File: src/rtl/router_pkt_tx.sv
// router_pkt_tx - packet transmitter for the router's source port.
//
// Accepts a request (addr, len), buffers the whole payload from the local
// producer, then sends a gap-free header/payload burst followed by the
// parity byte, honouring the router's busy stall. Afterwards it watches
// err for ERR_WIN cycles and reports completion with pkt_done/pkt_err.
//
// Ports:
//   clock, resetn          clock and synchronous active-low reset
//   req_valid/req_ready    request handshake; req_addr, req_len, par_inj
//                          are latched on accept
//   pl_valid/pl_ready      payload byte handshake, pl_data
//   busy, err              router stall and parity-error indication
//   pkt_valid, data_out    byte stream to the router
//   pkt_done, pkt_err      end-of-packet pulse and its error flag
//
// Build option: define ROUTER_TX_PAR_INJ_EN to let par_inj (sampled at
// request accept) invert that packet's parity byte. Without it par_inj
// is ignored and parity is always correct.
module router_pkt_tx #(
    parameter int MAX_LEN = 63,
    parameter int ERR_WIN = 3
) (
    input  logic       clock,
    input  logic       resetn,
    input  logic       req_valid,
    output logic       req_ready,
    input  logic [1:0] req_addr,
    input  logic [5:0] req_len,
    input  logic       pl_valid,
    output logic       pl_ready,
    input  logic [7:0] pl_data,
    input  logic       par_inj,
    input  logic       busy,
    input  logic       err,
    output logic       pkt_valid,
    output logic [7:0] data_out,
    output logic       pkt_done,
    output logic       pkt_err
);

    localparam logic [2:0] S_IDLE    = 3'd0;
    localparam logic [2:0] S_LOAD    = 3'd1;
    localparam logic [2:0] S_HEADER  = 3'd2;
    localparam logic [2:0] S_PAYLOAD = 3'd3;
    localparam logic [2:0] S_PARITY  = 3'd4;
    localparam logic [2:0] S_CHECK   = 3'd5;

    localparam int            EW        = $clog2(ERR_WIN + 1);
    localparam logic [EW-1:0] ECNT_LAST = EW'(ERR_WIN);

    logic [2:0]    state_q,  state_d;
    logic [1:0]    addr_q,   addr_d;
    logic [5:0]    len_q,    len_d;
    logic          inj_q,    inj_d;
    logic [5:0]    wcnt_q,   wcnt_d;
    logic [5:0]    rcnt_q,   rcnt_d;
    logic [7:0]    par_q,    par_d;
    logic [EW-1:0] ecnt_q,   ecnt_d;
    logic          sticky_q, sticky_d;

    logic [7:0] buf_mem [0:MAX_LEN-1];
    logic [7:0] rd_data_q;
    logic       wr_en;
    logic [5:0] len_in;
    logic       inj_in;
    logic [7:0] hdr_byte;

    // Oversize lengths only exist when the buffer is shallower than the
    // 6-bit length field can express.
    if (MAX_LEN < 63) begin : g_clamp
        assign len_in = (req_len > 6'(MAX_LEN)) ? 6'(MAX_LEN) : req_len;
    end else begin : g_noclamp
        assign len_in = req_len;
    end

`ifdef ROUTER_TX_PAR_INJ_EN
    assign inj_in = par_inj;
`else
    logic unused_par_inj;
    assign unused_par_inj = par_inj;
    assign inj_in         = 1'b0;
`endif

    assign hdr_byte = {len_q, addr_q};
    assign wr_en    = (state_q == S_LOAD) && pl_valid;

    always_comb begin
        state_d  = state_q;
        addr_d   = addr_q;
        len_d    = len_q;
        inj_d    = inj_q;
        wcnt_d   = wcnt_q;
        rcnt_d   = rcnt_q;
        par_d    = par_q;
        ecnt_d   = ecnt_q;
        sticky_d = sticky_q;
        case (state_q)
            S_IDLE: begin
                if (req_valid) begin
                    addr_d  = req_addr;
                    len_d   = len_in;
                    inj_d   = inj_in;
                    wcnt_d  = 6'd0;
                    rcnt_d  = 6'd0;
                    state_d = (len_in == 6'd0) ? S_HEADER : S_LOAD;
                end
            end
            S_LOAD: begin
                if (pl_valid) begin
                    wcnt_d = wcnt_q + 6'd1;
                    if (wcnt_q == len_q - 6'd1) begin
                        state_d = S_HEADER;
                    end
                end
            end
            S_HEADER: begin
                if (!busy) begin
                    par_d   = hdr_byte;
                    state_d = (len_q == 6'd0) ? S_PARITY : S_PAYLOAD;
                end
            end
            S_PAYLOAD: begin
                if (!busy) begin
                    par_d  = par_q ^ rd_data_q;
                    rcnt_d = rcnt_q + 6'd1;
                    if (rcnt_q == len_q - 6'd1) begin
                        state_d = S_PARITY;
                    end
                end
            end
            S_PARITY: begin
                if (!busy) begin
                    // err seen alongside the parity transfer is ignored;
                    // the window opens in CHECK.
                    ecnt_d   = '0;
                    sticky_d = 1'b0;
                    state_d  = S_CHECK;
                end
            end
            S_CHECK: begin
                // ERR_WIN sampling cycles, then one extra cycle that
                // presents pkt_done/pkt_err from registered state.
                if (ecnt_q == ECNT_LAST) begin
                    state_d = S_IDLE;
                end else begin
                    ecnt_d   = ecnt_q + EW'(1);
                    sticky_d = sticky_q | err;
                end
            end
            default: state_d = S_IDLE;
        endcase
    end

    always_ff @(posedge clock) begin
        if (!resetn) begin
            state_q  <= S_IDLE;
            addr_q   <= 2'd0;
            len_q    <= 6'd0;
            inj_q    <= 1'b0;
            wcnt_q   <= 6'd0;
            rcnt_q   <= 6'd0;
            par_q    <= 8'd0;
            ecnt_q   <= '0;
            sticky_q <= 1'b0;
        end else begin
            state_q  <= state_d;
            addr_q   <= addr_d;
            len_q    <= len_d;
            inj_q    <= inj_d;
            wcnt_q   <= wcnt_d;
            rcnt_q   <= rcnt_d;
            par_q    <= par_d;
            ecnt_q   <= ecnt_d;
            sticky_q <= sticky_d;
        end
    end

    // Payload buffer with registered read. The read address is the next
    // read count, so rd_data_q already holds buf[rcnt] when PAYLOAD shows
    // it, and a stall simply re-reads the same entry.
    always_ff @(posedge clock) begin
        if (wr_en) begin
            buf_mem[wcnt_q] <= pl_data;
        end
        rd_data_q <= buf_mem[rcnt_d];
    end

    assign req_ready = resetn && (state_q == S_IDLE);
    assign pl_ready  = (state_q == S_LOAD);
    assign pkt_valid = (state_q == S_HEADER) || (state_q == S_PAYLOAD);
    assign pkt_done  = (state_q == S_CHECK) && (ecnt_q == ECNT_LAST);
    assign pkt_err   = pkt_done && sticky_q;

    always_comb begin
        case (state_q)
            S_HEADER:  data_out = hdr_byte;
            S_PAYLOAD: data_out = rd_data_q;
            S_PARITY:  data_out = par_q ^ {8{inj_q}};
            default:   data_out = 8'd0;
        endcase
    end

endmodule

File: config.mk
export PLATFORM = sky130hd
export DESIGN_NAME = router_pkt_tx
export DESIGN_NICKNAME = d
export VERILOG_FILES = /design/src/rtl/router_pkt_tx.sv
export SDC_FILE = /design/constraint.sdc
export NUM_CORES = 1
export LEC_CHECK = 0
export BUFFER_PORTS_ARGS = -buffer_cell sky130_fd_sc_hd__buf_2
export CORE_ASPECT_RATIO = 1.25
export CORE_MARGIN = 5
export CORE_UTILIZATION = 50
export CTS_CLUSTER_DIAMETER = 150
export DETAILED_ROUTE_END_ITERATION = 10
export GPL_TIMING_DRIVEN = 0
export HOLD_SLACK_MARGIN = 0.06
export PLACE_DENSITY = 0.69
export REMOVE_ABC_BUFFERS = 1
export SYNTH_ARGS = -nofsm -noshare
export SYNTH_HDL_FRONTEND = slang
export SYNTH_SLANG_ARGS = --single-unit
File: constraint.sdc
create_clock -name clock -period 2.81 [get_ports clock]
set_input_delay 0.562 -clock clock [delete_from_list [all_inputs] [get_ports clock]]
set_output_delay 0.562 -clock clock [all_outputs]
set_load 0.01 [all_outputs]
==> reports/qor.yml <==
outcome:
  status: "finished with violations"
  violations: "setup timing"
sta:
  fin_crit_sh_pct: 108
  worst_pin_slew_ns: 1.36
  whs_ns: 0.225
  worst_slack_ns: -0.230
  hold_viol_final: 0
  skew_ns: 0.0306
  maxSlewViolCount: 0
  finalSetupViolations: 9
  grt_setup_unrepaired: "yes"
  relSlewSlack_pct: 9.32
  fmax_ghz: 0.329
  finalSetupTns_ns: -1.67
  period_minus_slack_ns: 3.04
worst_setup_path:
  arrival_ns: 3.48
  required_ns: 3.25
  crit_type: "flop to flop"
  cp-end-kind: "flop"
  critPathMaxFanout: 6
  r2r_cells: 10
  start_kind: "flop"
clock_tree:
  cts_max_level: 2
  clock_sinks: 546
  insertion_delay_ns: 0.58
  cts_root_buffer: "clkbuf_16"
  cts_hold_buffers: 0
  cts.path.max_buffers: 3
  numCtsBuffers: 50
  path_clk_slew_ns: 0.07
  cts_tree: "done"
cells_and_area:
  fin_util_pct: 59.7
  stdcell_area_um2: 27000
  nets: 1702
  multiInputGateArea_um2: 7550
  syn2layout_area_growth_pct: 17.8
  nFillCells: 3323
  layout.area.seq_um2: 16000
  drive_gt1_share_pct: 22.5
  stdcell_count: 2293
yosys:
  yosys.area.top_type: "edfxtp_1"
  yosysSeqAreaShare_pct: 69.8
  syn_inst: 1629
  synth-main-ff-cell: "edfxtp_1"
  synth_edf_count: 504
  yosysTopAreaCellShare_pct: 66.1
  ys_top_cells_by_area: "edfxtp_1 66%, dfxtp_1 3.7%, mux2i_1 3.3%"
  async_flop_share_pct: 0
  yosysWarnings: 0
  synth_seq_cells: 546
  synth_area_um2: 22900
  avgSynthCellArea_um2: 14.0
  yosysUniqueCellTypes: 70
power_and_ir_drop:
  p_leak_nw: 9.03
  ir_drop_uv: 360
  power_mw: 18.3
  power_density_nw_per_um2: 679
route:
  vias_per_cell: 6.43
  wl_per_cell_um: 26.5
  vias: 14738
  finalWirelength_um: 60900
  drc_errors: 0
  first_iter_violations: 1534
  postRouteAntennaNets: 0
  dr.pass1.iters: 6
min_path:
  min_path_type: "primary input to flop"
  hold_depth: 3
floorplan:
  die_y_um: 249
  core_area_um2: 45200
  rows: 87
  ioPinCount: 36
  fp.dieW_um: 201
  start_util_pct: 50.7
  die_area_um2: 50200
job:
  drv_cap: 0
global_routing:
  first_global_vias: 14183
  grt_max_degree: 64
  grt-ovfl-total: 0
  antenna_found_initial: 0
  grt_pass1_wl_um: 89900
  grt_usage_pct: 23.4
placed_design:
  dp_hpwl_um: 32100
  dp_slack_ns: -3.07
  numPortBuffers: 34
  placed_cell_area_um2: 23500
  place_inst: 2134
  gp_congestion: 0.807
## layout make-up
class                      count  share of cell area (%)
tap                          578                    2.68
antenna                        1                 0.00928
timing repair buffer         103                    4.08
inverter                      12                   0.167
clock buffer                  57                    4.74
sequential                   546                    59.3
clock inverter                34                    1.01
multi-input combinational    962                    28.0
## sequential cells by signal (all words and copies together), names as in the netlist, 3 cells and up
| signal | count |
|---|---|
| wcnt_q | 6 |
| rcnt_q | 6 |
| rd_data_q | 8 |
| len_q | 6 |
| state_q | 3 |
| buf_mem | 504 |
| par_q | 8 |
## metal layers
layer / track usage [%] / vias up / share of wire (%)
li1: - / 6465 / -
met1: 31.9 / 7407 / 39
met2: 37.7 / 715 / 48
met3: 3.79 / 151 / 8.3
met4: 9.79 / 0 / 4.9
met5: 0 / - / 0
## final timing paths
kind,from,to,slack [ns]
max,state_q[0]$_SDFFE_PN0P_,rd_data_q[4]$_DFF_P_,-0.23
min,req_addr[1],addr_q[1]$_SDFFE_PN0P_,0.23
min reg2reg,sticky_q$_SDFFE_PN0P_,sticky_q$_SDFFE_PN0P_,0.48
max reg2reg,state_q[0]$_SDFFE_PN0P_,rd_data_q[4]$_DFF_P_,-0.23
## kinds of logic (layout without fill, tap and decap cells)
group	count (synthesis)	in the layout	synth area share (%)
simple gates	476	482	10.1
compound gates	358	361	11.4
buf+inv	130	206	2.78
other cells	0	1	0
flops	546	546	69.8
fa+ha+maj	4	4	0.219
xor+xnor	21	21	0.804
mux	94	94	4.95
## layout by cell type (no fill, tap or decap), drive strengths merged, types with 5 or more instances in the layout
cell type / Yosys / final
a211oi: 59 / 59
a21boi: 41 / 41
a21o: 3 / 6
a21oi: 47 / 47
a22o: 10 / 10
a22oi: 26 / 26
a311o: 14 / 14
a311oi: 14 / 14
a31oi: 18 / 18
a32o: 7 / 7
and2: 10 / 10
and3: 75 / 75
buf: 57 / 97
bufbuf: 0 / 5
clkbuf: 61 / 58
clkinv: 0 / 28
dfxtp: 42 / 42
edfxtp: 504 / 504
inv: 12 / 13
mux2i: 75 / 75
mux4: 15 / 15
nand2: 179 / 182
nand2b: 5 / 6
nand3: 47 / 47
nand4: 9 / 9
nor2: 93 / 93
nor2b: 11 / 11
nor3: 10 / 10
nor3b: 6 / 6
o21ai: 41 / 41
o22ai: 19 / 19
o31ai: 16 / 16
o32ai: 29 / 29
or3: 9 / 9
xnor2: 13 / 13
xor2: 8 / 8
## critical path, stage by stage, from the launching register on
cell and delay (ns):
dfxtp_4 0.37, or3b_4 0.43, a21o_4 0.27, buf_16 0.16
nand2_8 0.10, buf_6 0.14, buf_12 0.13, mux4_2 0.51
a22o_1 0.22, a32o_2 0.26, or3_1 0.30
## power by group
part | total (mW) | switching [mW] | leakage [nW] | internal, mW
logic | 2.67 | 1.64 | 3.39 | 1.03
registers | 9.13 | 0.135 | 4.88 | 9.00
clock network | 6.52 | 2.89 | 0.763 | 3.63
total | 18.3 | 4.67 | 9.03 | 13.7
## synth_stat cells (22+ instances only)
| master | instances |
|---|---|
| edfxtp_1 | 504 |
| nand2_1 | 177 |
| nor2_1 | 91 |
| and3_1 | 75 |
| mux2i_1 | 75 |
| clkbuf_1 | 60 |
| a211oi_1 | 59 |
| a21oi_1 | 47 |
| nand3_1 | 47 |
| dfxtp_1 | 42 |
| a21boi_0 | 41 |
| o21ai_0 | 40 |
| buf_2 | 28 |
| a22oi_1 | 26 |
| o32ai_1 | 22 |
## repair_timing
action | in CTS | in global routing
resized for setup | 213 | 47
gates cloned | 18 | 1
pin swaps | 36 | 25
endpoints found under the setup margin | 544 | 169
setup buffers | 39 | 11
No activity file was read; power rests on OpenSTA's default activity.
